**src/rtl/alu_pkg.sv**
```systemverilog
// Shared opcode/select encodings for the ALU issue path and the opcode decoder.
package alu_pkg;

  localparam logic [3:0] OP_NOP  = 4'h0;
  localparam logic [3:0] OP_ADD  = 4'h1;
  localparam logic [3:0] OP_AND  = 4'h2;
  localparam logic [3:0] OP_OR   = 4'h3;
  localparam logic [3:0] OP_XOR  = 4'h4;
  localparam logic [3:0] OP_SHL1 = 4'h5;
  localparam logic [3:0] OP_SHR1 = 4'h6;
  localparam logic [3:0] OP_XNOR = 4'h7;

  localparam logic [2:0] SEL_NOP  = 3'b000;
  localparam logic [2:0] SEL_ADD  = 3'b001;
  localparam logic [2:0] SEL_AND  = 3'b010;
  localparam logic [2:0] SEL_OR   = 3'b011;
  localparam logic [2:0] SEL_XOR  = 3'b100;
  localparam logic [2:0] SEL_SHL1 = 3'b101;
  localparam logic [2:0] SEL_SHR1 = 3'b110;
  localparam logic [2:0] SEL_XNOR = 3'b111;

  // Returns {illegal, sel}; undefined opcodes map to the NOP select so the ALU yields 0.
  function automatic logic [3:0] op2sel(input logic [3:0] op);
    case (op)
      OP_NOP:  op2sel = {1'b0, SEL_NOP};
      OP_ADD:  op2sel = {1'b0, SEL_ADD};
      OP_AND:  op2sel = {1'b0, SEL_AND};
      OP_OR:   op2sel = {1'b0, SEL_OR};
      OP_XOR:  op2sel = {1'b0, SEL_XOR};
      OP_SHL1: op2sel = {1'b0, SEL_SHL1};
      OP_SHR1: op2sel = {1'b0, SEL_SHR1};
      OP_XNOR: op2sel = {1'b0, SEL_XNOR};
      default: op2sel = {1'b1, SEL_NOP};
    endcase
  endfunction

endpackage

```
**src/rtl/alu_skid_buf.sv**
```systemverilog
// Two-entry valid/ready skid buffer: a main entry driving the outputs plus one skid entry.
// Upstream ready is simply "skid empty", so it comes straight from a flop.
module alu_skid_buf #(
  parameter int W = 8
) (
  input  logic         clk,
  input  logic         rst,
  input  logic         i_valid,
  output logic         o_ready,
  input  logic [W-1:0] i_data,
  output logic         o_valid,
  input  logic         i_ready,
  output logic [W-1:0] o_data
);

  logic         r_main_vld;
  logic         r_skid_vld;
  logic [W-1:0] r_main;
  logic [W-1:0] r_skid;
  logic         w_acc;
  logic         w_iss;

  assign w_acc   = i_valid & ~r_skid_vld;
  assign w_iss   = r_main_vld & i_ready;
  assign o_ready = ~r_skid_vld;
  assign o_valid = r_main_vld;
  assign o_data  = r_main;

  always_ff @(posedge clk or posedge rst) begin
    if (rst) begin
      r_main_vld <= 1'b0;
      r_skid_vld <= 1'b0;
      r_main     <= '0;
      r_skid     <= '0;
    end else if (!r_main_vld || w_iss) begin
      // Main is free this cycle: refill from skid first to keep FIFO order.
      if (r_skid_vld) begin
        r_main     <= r_skid;
        r_main_vld <= 1'b1;
        r_skid_vld <= 1'b0;
      end else if (w_acc) begin
        r_main     <= i_data;
        r_main_vld <= 1'b1;
      end else begin
        r_main_vld <= 1'b0;
      end
    end else if (w_acc) begin
      r_skid     <= i_data;
      r_skid_vld <= 1'b1;
    end
  end

endmodule

```
**src/rtl/alu_issue_stage.sv**
```systemverilog
// ALU issue stage: decodes opcodes, buffers ops in a 2-entry skid, drives the combinational ALU.
// Define ALU_ISSUE_FWD_EN to let an op take the previous ALU result as operand A.
module alu_issue_stage
  import alu_pkg::*;
#(
  parameter int WIDTH = 32
) (
  input  logic             clk,
  input  logic             rst,
  input  logic             in_valid,
  output logic             in_ready,
  input  logic [3:0]       in_op,
  input  logic [WIDTH-1:0] in_a,
  input  logic [WIDTH-1:0] in_b,
  input  logic             in_fwd_a,
  output logic [WIDTH-1:0] data_a,
  output logic [WIDTH-1:0] data_b,
  output logic [2:0]       select,
  output logic             out_valid,
  input  logic             out_ready,
  input  logic [WIDTH-1:0] alu_y,
  input  logic             alu_zero,
  output logic             illegal_op
);

`ifdef ALU_ISSUE_FWD_EN
  localparam int PW = 2*WIDTH + 4;
`else
  localparam int PW = 2*WIDTH + 3;
`endif

  logic [3:0]    w_dec;
  logic          w_acc;
  logic [PW-1:0] w_in_pl;
  logic [PW-1:0] w_main;
  logic          r_illegal;

  assign w_dec = op2sel(in_op);
  assign w_acc = in_valid & in_ready;

`ifdef ALU_ISSUE_FWD_EN
  assign w_in_pl = {in_fwd_a, w_dec[2:0], in_b, in_a};
`else
  assign w_in_pl = {w_dec[2:0], in_b, in_a};
`endif

  alu_skid_buf #(.W(PW)) u_skid (
    .clk     (clk),
    .rst     (rst),
    .i_valid (in_valid),
    .o_ready (in_ready),
    .i_data  (w_in_pl),
    .o_valid (out_valid),
    .i_ready (out_ready),
    .o_data  (w_main)
  );

  assign data_b = w_main[2*WIDTH-1:WIDTH];
  assign select = w_main[2*WIDTH+2:2*WIDTH];

`ifdef ALU_ISSUE_FWD_EN
  logic [WIDTH-1:0] r_last_y;
  logic             w_unused;

  // In-order issue means the producer has already issued by the time a consumer reaches main.
  always_ff @(posedge clk or posedge rst) begin
    if (rst)                         r_last_y <= '0;
    else if (out_valid && out_ready) r_last_y <= alu_y;
  end

  assign data_a   = w_main[PW-1] ? r_last_y : w_main[WIDTH-1:0];
  assign w_unused = &{1'b0, alu_zero};
`else
  logic w_unused;

  assign data_a   = w_main[WIDTH-1:0];
  assign w_unused = &{1'b0, in_fwd_a, alu_y, alu_zero};
`endif

  always_ff @(posedge clk or posedge rst) begin
    if (rst)                  r_illegal <= 1'b0;
    else if (w_acc && w_dec[3]) r_illegal <= 1'b1;
  end

  assign illegal_op = r_illegal;

endmodule

```
**config.mk**
```make
export PLATFORM = sky130hd
export DESIGN_NAME = alu_issue_stage
export DESIGN_NICKNAME = d
export VERILOG_FILES = /design/src/rtl/alu_pkg.sv /design/src/rtl/alu_skid_buf.sv /design/src/rtl/alu_issue_stage.sv
export SDC_FILE = /design/constraint.sdc
export NUM_CORES = 1
export LEC_CHECK = 0
export ABC_CLOCK_PERIOD_IN_PS = 4600
export CAP_MARGIN = 20
export CORE_MARGIN = 4
export CORE_UTILIZATION = 45
export CTS_CLUSTER_SIZE = 25
export DETAILED_ROUTE_END_ITERATION = 7
export DONT_BUFFER_PORTS = 1
export GPL_TIMING_DRIVEN = 0
export SLEW_MARGIN = 40
export SYNTH_ARGS = -nofsm -noshare
export SYNTH_HDL_FRONTEND = slang
export SYNTH_SLANG_ARGS = --single-unit
```
**constraint.sdc**
```tcl
create_clock -name clk -period 4.6 [get_ports clk]
set_input_delay 0.92 -clock clk [delete_from_list [all_inputs] [get_ports clk]]
set_output_delay 0.92 -clock clk [all_outputs]
set_load 0.03 [all_outputs]
```
==> summary.txt, run 1 <==
Synthesis
  – Post-Synthesis Net Count: 485
  – Synth Area in Adders: 0%
  – Seq cells post-synth: 137
  – Avg Inst Size Synth: 15.8 um2
  – Synth Area in XOR/XNOR: 0%
  – Post-Synth Simple-Gate Area: 1.17%
  – Register area share after synthesis: 57.1%
  – Synth Area in Compound Gates: 0.792%
  – Mux cell area share after synthesis: 38.4%
  – Ys Warns: 0
  – Distinct cell type count after synthesis: 14
  – Cells after Synth: 379
  – Largest family of logic cells by synthesized area: multiplexers
  – Mapped Area: 6010 um2

Timing
  – Worst-margin pin slew: 0.479 ns
  – Crit share post-route: 54.1%
  – Final min period: 2.49 ns
  – Clk_skew: 0.00445 ns
  – Slew Limit Fails: 0
  – Max_slew headroom: 68.1%
  – Final hold vios: 0
  – Setup violations, final: 0
  – RSZ-0062 raised after global routing: no
  – FMAX: 0.401 GHz

Power and ir drop
  – Power Total: 3960 uW
  – Net switching fraction of the power: 28.9%
  – Cell Pwr Density: 574 nW/um2
  – Comb power frac: 13.2%
  – Clock group share of total power: 37.5%
  – Worst vdd ir: 0.000325 V
  – Leak pwr: 0.00298 uW
  – NetSw: 1140 uW
  – Cell-internal power: 2820 uW
  – Sequential share of power: 49.3%

Setup path
  – Reg2reg end: u_skid.r_skid[53]
  – CP max FO: 10
  – Critical Path Source Type: flop
  – Crit path DAT: 1.57 ns
  – R2r setup slk: 2.73 ns
  – CP Class: reg2out
  – Reg-to-reg startpoint: u_skid.o_valid
  – Crit. End Element: output port
  – Worst path required time: 3.68 ns
  – R2r worst-path depth: 4

Clock network
  – CTS sink count: 137
  – Clock-pin slew of the registers on the worst-case setup and hold paths: 0.06 ns
  – H-Tree Depth: 4
  – Setup Fix Bufs, Post-CTS: 0
  – Num CTS Buffers: 17
  – Root buffer cell: clkbuf_16
  – Resized cells post-CTS: 0
  – Hold-fix buffer count after cts: 0
  – Clk buf depth: 2
  – Clock Latency Late Sink: 0.41 ns
  – TritonCTS clock tree: yes

Floorplan
  – Die width: 124 um
  – Die height: 124 um
  – Initial core utilization: 46.8%
  – Io pins: 176
  – Core ar.: 12800 um2
  – FP Rows: 41
  – Die ar.: 15300 um2

Cells and area
  – Share of the core filled with cells: 53.9%
  – Antenna Cells: 0
  – Final non-filler cell total: 584
  – Area Growth Syn to Fin: 15.0%
  – Layout net count: 505
  – Final Cell Area: 6910 um2
  – Share of cells above drive strength 1: 61.2%

Global route
  – Vias in the first global route: 3513
  – Tot GR Track Use: 16.4%
  – First-pass GRT wire length: 18.9 mm
  – GRT Residual Overflow: 0
  – Initial antenna violation count: 0
  – Largest net degree at the start of global routing: 72

Detailed routing
  – DRC viols: 0
  – Final WL: 11.6 mm
  – Pre-antenna DRT Iters: 4
  – Wire per inst: 19.9 um
  – Via count: 3062
  – DRT iter0 DRCs: 100
  – ANT nets after route: 0
  – Via/cell ratio: 5.24

Outcome
  – Status: complete, no violations

Hold path
  – Hold crit path type: in2async

Placement
  – Port-buffer cells: 0
  – GPL Wtd Cong: 0.701
  – Post-DP HPWL: 8.17 mm
  – Placed inst area: 6260 um2
  – Placed cell count: 552

Job
  – Number of max-cap violations: 0
[registers in the layout, indices dropped and copies added (netlist names)]
| signal | flops |
|---|---|
| u_skid.o_valid | 1 |
| u_skid.r_skid_vld | 1 |
| illegal_op | 1 |
| u_skid.o_data | 67 |
| u_skid.r_skid | 67 |
[cell usage after synthesis]
cell       number  share of area, %
clkbuf_1        2              0.13
nand2_1         7              0.44
a31o_2          1              0.15
mux2_2        165                31
nand2b_1        4              0.42
o21a_2          1              0.15
buf_2          16               1.3
dfrtp_1       137                57
o21ai_0         6              0.50
inv_1           2              0.13
nor2_1          2              0.13
nand4bb_1       1              0.19
mux2_4         30               7.5
buf_6           5              0.94
[how the worst max path moves through the flow]
| stage | endpoint | from | slack, ns | depth (start not counted) |
|---|---|---|---|---|
| after detailed placement | u_skid.r_skid[53] | out_ready | 2.35 | 4 |
| after global routing | in_ready | u_skid.r_skid_vld | 1.93 | 3 |
| after global placement | u_skid.r_skid[57] | rst | -1.53 | 1 |
| final | in_ready | u_skid.r_skid_vld | 2.11 | 3 |
| after CTS | in_ready | u_skid.r_skid_vld | 2.03 | 3 |
| after floorplan | illegal_op | rst | 0.01 | 1 |
[routing by layer]
metal,vias to the layer above,track usage [%],routed length (um)
met4,0,8.10,317
met1,1556,19.5,4580
met2,97,24.7,5460
met3,20,8.33,1240
li1,1389,-,-
met5,-,0,0
[power by group through the flow]
stage	clock network [uW]	logic, uW	registers [uW]
finish	1490	524	1950
detailed placement	0	535	1980
CTS	1530	536	1960
global route	1580	582	1990
floorplan	0	467	1910
global placement	0	512	1970
[cells in the final DEF (no fill, tap or decap), drive strengths merged]
master    instances
a31o              1
buf              22
bufinv            5
clkbuf           21
clkinv            6
clkinvlp          2
dfrtp           137
inv               2
mux2            195
nand2             7
nand2b            4
nand4bb           1
nor2              2
o21a              1
o21ai             6
[cell families after synthesis]
kind of cell	Yosys count
mux	195
simple gates	14
flops	137
compound gates	8
buf+inv	25
[area by class of cell]
cell class | count | area [um2]
clock inverter | 13 | 199
buffer | 23 | 144
inverter | 2 | 15.0
timing repair buffer | 1 | 27.5
fill | 1088 | 5920
tap | 172 | 215
clock buffer | 19 | 453
multi-input combinational | 217 | 2430
sequential | 137 | 3430
[critical path, stage by stage (launching register included)]
cell and delay (ns):
dfrtp_1 0.35, buf_6 0.15, clkbuf_1 0.36, inv_1 0.29
[per-stage QoR]
stage	hold slack, ns	setup WS, ns	TNS [ns]
after floorplan	0.450	0.0122	0
after global placement	0.469	-1.53	-209.21
after detailed placement	0.472	2.35	0
after CTS	0.389	2.03	0
after global routing	0.409	1.93	0
final	0.372	2.11	0
Note: power is estimated with default switching activity, not from simulation.
==> run 2: changes to the inputs <==
- ABC_AREA: default -> 1
- ABC_CLOCK_PERIOD_IN_PS: 4600 -> 2400
- clock period: 4.6 -> 2.4 ns (I/O delays scaled with it)
==> summary.txt, run 2 <==
Clock network
  – CTS sink count: 137
  – Clock-pin slew of the registers on the worst-case setup and hold paths: 0.06 ns
  – TritonCTS clock tree: yes
  – Clk buf depth: 2
  – Num CTS Buffers: 17
  – Clock Latency Late Sink: 0.42 ns
  – H-Tree Depth: 4
  – Root buffer cell: clkbuf_16

Timing
  – Crit share post-route: 88.2%
  – Final min period: 2.12 ns
  – FMAX: 0.473 GHz
  – Slew Limit Fails: 0
  – Worst hold slack: 0.175 ns
  – Worst-margin pin slew: 0.766 ns
  – RSZ-0062 raised after global routing: no
  – Post-Route Setup TNS: 0 ns
  – Clk_skew: 0.00624 ns
  – Fin worst setup slack: 0.284 ns
  – Max_slew headroom: 49.0%
  – Setup violations, final: 0
  – Final hold vios: 0

Floorplan
  – Initial core utilization: 45.8%
  – Die width: 124 um
  – Io pins: 176
  – Die height: 124 um
  – Die ar.: 15400 um2
  – FP Rows: 42
  – Core ar.: 13200 um2

Setup path
  – CP cell instances: buf_4 > inv_4 > clkbuf_1
  – Reg-to-reg startpoint: u_skid.r_skid_vld
  – Worst path slowest cell: clkbuf_1
  – CP max FO: 10
  – Critical Path Source Type: flop
  – Worst path required time: 1.92 ns
  – Reg2reg end: u_skid.o_data[54]
  – Crit path max-delay family: buffers and inverters
  – Largest stage delay on the critical path: 0.59 ns
  – Crit. End Element: output port
  – CP Class: reg2out
  – R2r setup slk: 0.72 ns
  – Crit path buffers/inverters: 3
  – R2r worst-path depth: 7
  – Crit path DAT: 1.64 ns

Synthesis
  – Synth area leaders: dfrtp_1 (57%), nand2_1 (37%), buf_2 (1.5%)
  – Seq cells post-synth: 137
  – Synth top area share: 56.5%
  – Register area share after synthesis: 56.5%
  – Post-Synthesis Net Count: 912
  – Post-synth top area cell: dfrtp_1
  – Post-synth top cells: nand2_1 (602), dfrtp_1 (137), buf_2 (18)
  – Ys Warns: 0
  – Post-synth EDFFs: 0
  – Avg Inst Size Synth: 7.53 um2
  – Mapped Area: 6070 um2
  – Cells after Synth: 806
  – Ys async rst share: 100%
  – Most frequent cell after synthesis: nand2_1
  – Ys flop type: dfrtp_1
  – Distinct cell type count after synthesis: 16

Power and ir drop
  – Comb power frac: 11.9%
  – Clock group share of total power: 40.3%
  – Leak pwr: 0.00405 uW
  – Cell-internal power: 5020 uW
  – Cell Pwr Density: 1020 nW/um2
  – Net switching fraction of the power: 30.8%
  – NetSw: 2240 uW
  – Worst vdd ir: 0.000507 V
  – Sequential share of power: 47.8%

Cells and area
  – Commonest non-fill, non-tap cell in the layout: nand2_1
  – Commonest cells after routing, fill and taps aside: nand2_1 (602), dfrtp_1 (137), buf_2 (18), clkbuf_16 (17), buf_4 (11)
  – Area Growth Syn to Fin: 17.4%
  – Layout net count: 938
  – Antenna Cells: 0
  – Register area: 3430 um2
  – Share of cells above drive strength 1: 9.47%
  – Final Cell Area: 7120 um2
  – Fillers: 1294
  – Multi-input gate area: 2350 um2

Detailed routing
  – Final WL: 15.1 mm
  – Via count: 4923
  – Via/cell ratio: 4.82
  – ANT nets after route: 0
  – DRT iter0 DRCs: 205
  – Pre-antenna DRT Iters: 4
  – Wire per inst: 14.8 um
  – DRC viols: 0

Placement
  – Dpl ws: 0.698 ns
  – Port-buffer cells: 0
  – GPL Wtd Cong: 0.800
  – Placed inst area: 6440 um2
  – Post-DP HPWL: 11.2 mm

Global route
  – GRT Residual Overflow: 0
  – Largest net degree at the start of global routing: 27
  – First-pass GRT wire length: 24.7 mm
  – Initial antenna violation count: 0
  – Tot GR Track Use: 21.0%
  – Vias in the first global route: 5028

Hold path
  – Hold Path Cell Cnt: 2
  – Min-delay src: in_b[1]
  – Hold crit path type: in2reg
  – WHS Endpoint: u_skid.r_skid[33]

Outcome
  – Status: complete, no violations

Job
  – Number of max-cap violations: 0
[run 2: changes by cell type in the layout (fill, tap and decap cells not counted), moves of 4 or more]
cell / delta
buf_4: +11
clkbuf_1: +8
inv_1: +5
mux2_2: -165
mux2_4: -30
nand2_1: +595
nand2b_1: -4
o21ai_0: -6
[run 2: through the flow]
stage | instances | utilization, % | total power, uW
after floorplan | 806 | - | 4090
after global placement | 982 | 47.5 | 4310
final | 1021 | 53.8 | 7260
after CTS | 1021 | 53.8 | 7350
after detailed placement | 988 | 48.6 | 4400
after global routing | 1021 | 53.8 | 7660
[run 2: timing repair]
| item | in CTS | in global routing |
|---|---|---|
| setup buffers | 0 | 0 |
| hold endpoints to repair | 19 | 0 |
| resized for setup | 0 | 0 |
| hold buffers | 1 | 0 |
[run 2: logic make-up after synthesis]
group,count (synthesis),share of synthesized area [%]
compound gates,2,0.268
flops,137,56.5
buf+inv,52,4.81
simple gates,615,38.4
[run 2: final cells by class]
type | instances | area share (%)
timing repair buffer | 7 | 2.25
multi-input combinational | 617 | 32.9
inverter | 9 | 0.562
clock inverter | 11 | 2.67
buffer | 43 | 3.58
sequential | 137 | 48.1
clock buffer | 21 | 6.75
tap | 176 | 3.09
[run 2: layer usage]
layer	wire, um	vias up	GRT usage, %
li1	-	2450	-
met1	6240	2304	25.9
met2	6910	142	32.5
met3	1490	27	8.45
met4	425	0	9.38
met5	0	-	0
[run 2: how the worst max path moves through the flow]
stage	start	endpoint	slack [ns]	depth (start not counted)
final	u_skid.r_skid_vld	in_ready	0.28	3
after detailed placement	u_skid.r_skid_vld	in_ready	0.70	3
after global placement	rst	u_skid.o_data[8]	-0.53	1
after CTS	u_skid.r_skid_vld	in_ready	0.23	3
after floorplan	rst	illegal_op	0.21	1
after global routing	u_skid.r_skid_vld	in_ready	0.16	3
[run 2: power by group through the flow]
| stage | Clock (uW) | Sequential (uW) | Combinational, uW |
|---|---|---|---|
| 4_1_cts | 2990 | 3470 | 889 |
| 6_report | 2930 | 3470 | 865 |
| 3_3_place_gp | 0 | 3490 | 815 |
| 3_5_place_dp | 0 | 3510 | 886 |
| 5_1_grt | 3100 | 3530 | 1030 |
| 2_1_floorplan | 0 | 3420 | 672 |
==> run 3: changes to the inputs <==
- MAX_ROUTING_LAYER: default -> met4
==> summary.txt, run 3 (same netlist as run 2, synthesis figures left out) <==
Outcome
  – Status: complete, no violations

Timing
  – Fin worst setup slack: 0.284 ns
  – Final min period: 2.12 ns
  – Post-Route Setup TNS: 0 ns
  – Setup violations, final: 0
  – Final hold vios: 0
  – Slew Limit Fails: 0
  – Max_slew headroom: 49.0%
  – Worst-margin pin slew: 0.766 ns
  – FMAX: 0.473 GHz
  – Clk_skew: 0.00590 ns
  – Worst hold slack: 0.174 ns
  – Crit share post-route: 88.1%
  – RSZ-0062 raised after global routing: no

Clock network
  – CTS sink count: 137
  – Clk buf depth: 2
  – Root buffer cell: clkbuf_16
  – Setup Fix Bufs, Post-CTS: 0
  – Num CTS Buffers: 17
  – H-Tree Depth: 4
  – Clock-pin slew of the registers on the worst-case setup and hold paths: 0.06 ns
  – Resized cells post-CTS: 0
  – TritonCTS clock tree: yes
  – Clock Latency Late Sink: 0.42 ns

Cells and area
  – Area Growth Syn to Fin: 17.4%
  – Share of cells above drive strength 1: 9.47%
  – Final Cell Area: 7120 um2
  – Layout net count: 938
  – Final non-filler cell total: 1021
  – Commonest cells after routing, fill and taps aside: nand2_1 (602), dfrtp_1 (137), buf_2 (18), clkbuf_16 (17), buf_4 (11)
  – Commonest non-fill, non-tap cell in the layout: nand2_1
  – Antenna Cells: 0

Floorplan
  – Die height: 124 um
  – Die ar.: 15400 um2
  – Core ar.: 13200 um2
  – FP Rows: 42
  – Io pins: 176
  – Initial core utilization: 45.8%
  – Die width: 124 um

Setup path
  – Reg2reg end: u_skid.o_data[54]
  – Worst path required time: 1.92 ns
  – Worst path slowest cell: clkbuf_1
  – R2r setup slk: 0.73 ns
  – Largest stage delay on the critical path: 0.59 ns
  – CP Class: reg2out
  – R2r worst-path depth: 7
  – Critical Path Source Type: flop
  – CP cell instances: buf_4 > inv_4 > clkbuf_1
  – Crit path DAT: 1.64 ns
  – Crit. End Element: output port
  – Reg-to-reg startpoint: u_skid.r_skid_vld
  – CP max FO: 10

Detailed routing
  – DRT iter0 DRCs: 204
  – Via/cell ratio: 4.82
  – Wire per inst: 14.8 um
  – ANT nets after route: 0
  – Via count: 4924
  – Final WL: 15.1 mm
  – Pre-antenna DRT Iters: 4
  – DRC viols: 0

Global route
  – Largest net degree at the start of global routing: 27
  – Initial antenna violation count: 0
  – GRT Residual Overflow: 0
  – First-pass GRT wire length: 24.7 mm
  – Tot GR Track Use: 21.6%
  – Vias in the first global route: 5032

Power and ir drop
  – Leak pwr: 0.00405 uW
  – Clock group share of total power: 40.4%
  – Cell Pwr Density: 1020 nW/um2
  – Cell-internal power: 5020 uW
  – Comb power frac: 11.9%
  – NetSw: 2240 uW
  – Sequential share of power: 47.7%
  – Worst vdd ir: 0.000508 V
  – Net switching fraction of the power: 30.9%

Placement
  – Port-buffer cells: 0
  – Placed cell count: 988
  – GPL Wtd Cong: 0.812
  – Dpl ws: 0.698 ns
  – Post-DP HPWL: 11.2 mm
  – Placed inst area: 6440 um2

Hold path
  – Hold crit path type: in2reg
  – Min-delay src: in_b[1]
  – Hold Path Cell Cnt: 2
  – WHS Endpoint: u_skid.r_skid[33]

Job
  – Number of max-cap violations: 0
==> run 3: cell counts in the layout (fill, tap and decap cells not counted) <==
No cell type changed its count.
==> run 3: layout make-up <==
cell class / count / area, um2
fill: 1294 / 6120
sequential: 137 / 3430
multi-input combinational: 617 / 2350
clock buffer: 21 / 480
buffer: 43 / 255
tap: 176 / 220
clock inverter: 11 / 190
timing repair buffer: 7 / 160
inverter: 9 / 40.0
==> run 3: worst max-delay path: cells and delay by family (launching register included) <==
family | cells | cell delay (ns)
buf+inv | 3 | 0.85
flops | 1 | 0.36
==> run 3: through the flow <==
stage,total power (uW),utilization [%]
CTS,7350,53.8
global route,7660,53.8
finish,7270,53.8
global placement,4310,47.5
detailed placement,4400,48.6
floorplan,4090,-
==> run 3: worst max path at each step <==
stage                     slack (ns)          endpoint  cells after the start         startpoint
after floorplan                 0.21        illegal_op                      1                rst
after global placement         -0.53  u_skid.o_data[8]                      1                rst
after detailed placement        0.70          in_ready                      3  u_skid.r_skid_vld
after CTS                       0.23          in_ready                      3  u_skid.r_skid_vld
after global routing            0.16          in_ready                      3  u_skid.r_skid_vld
final                           0.28          in_ready                      3  u_skid.r_skid_vld
==> run 3: repair_timing <==
action                     in CTS  in global routing
hold endpoints to repair       19                  0
setup endpoints to repair       0                  0
hold buffers                    1                  0
==> run 3: power groups by stage <==
| stage | registers (uW) | clock network, uW | logic [uW] |
|---|---|---|---|
| 5_1_grt | 3530 | 3100 | 1030 |
| 2_1_floorplan | 3420 | 0 | 672 |
| 3_3_place_gp | 3490 | 0 | 815 |
| 4_1_cts | 3470 | 2990 | 889 |
| 3_5_place_dp | 3510 | 0 | 886 |
| 6_report | 3470 | 2930 | 866 |
==> run 3: metal layers <==
| layer | share of wire [%] | track usage [%] | vias to the layer above |
|---|---|---|---|
| met4 | 2.8 | 9.24 | 0 |
| met1 | 42 | 26.3 | 2301 |
| met2 | 46 | 32.7 | 143 |
| li1 | - | - | 2452 |
| met5 | 0 | - | - |
| met3 | 9.3 | 7.67 | 28 |
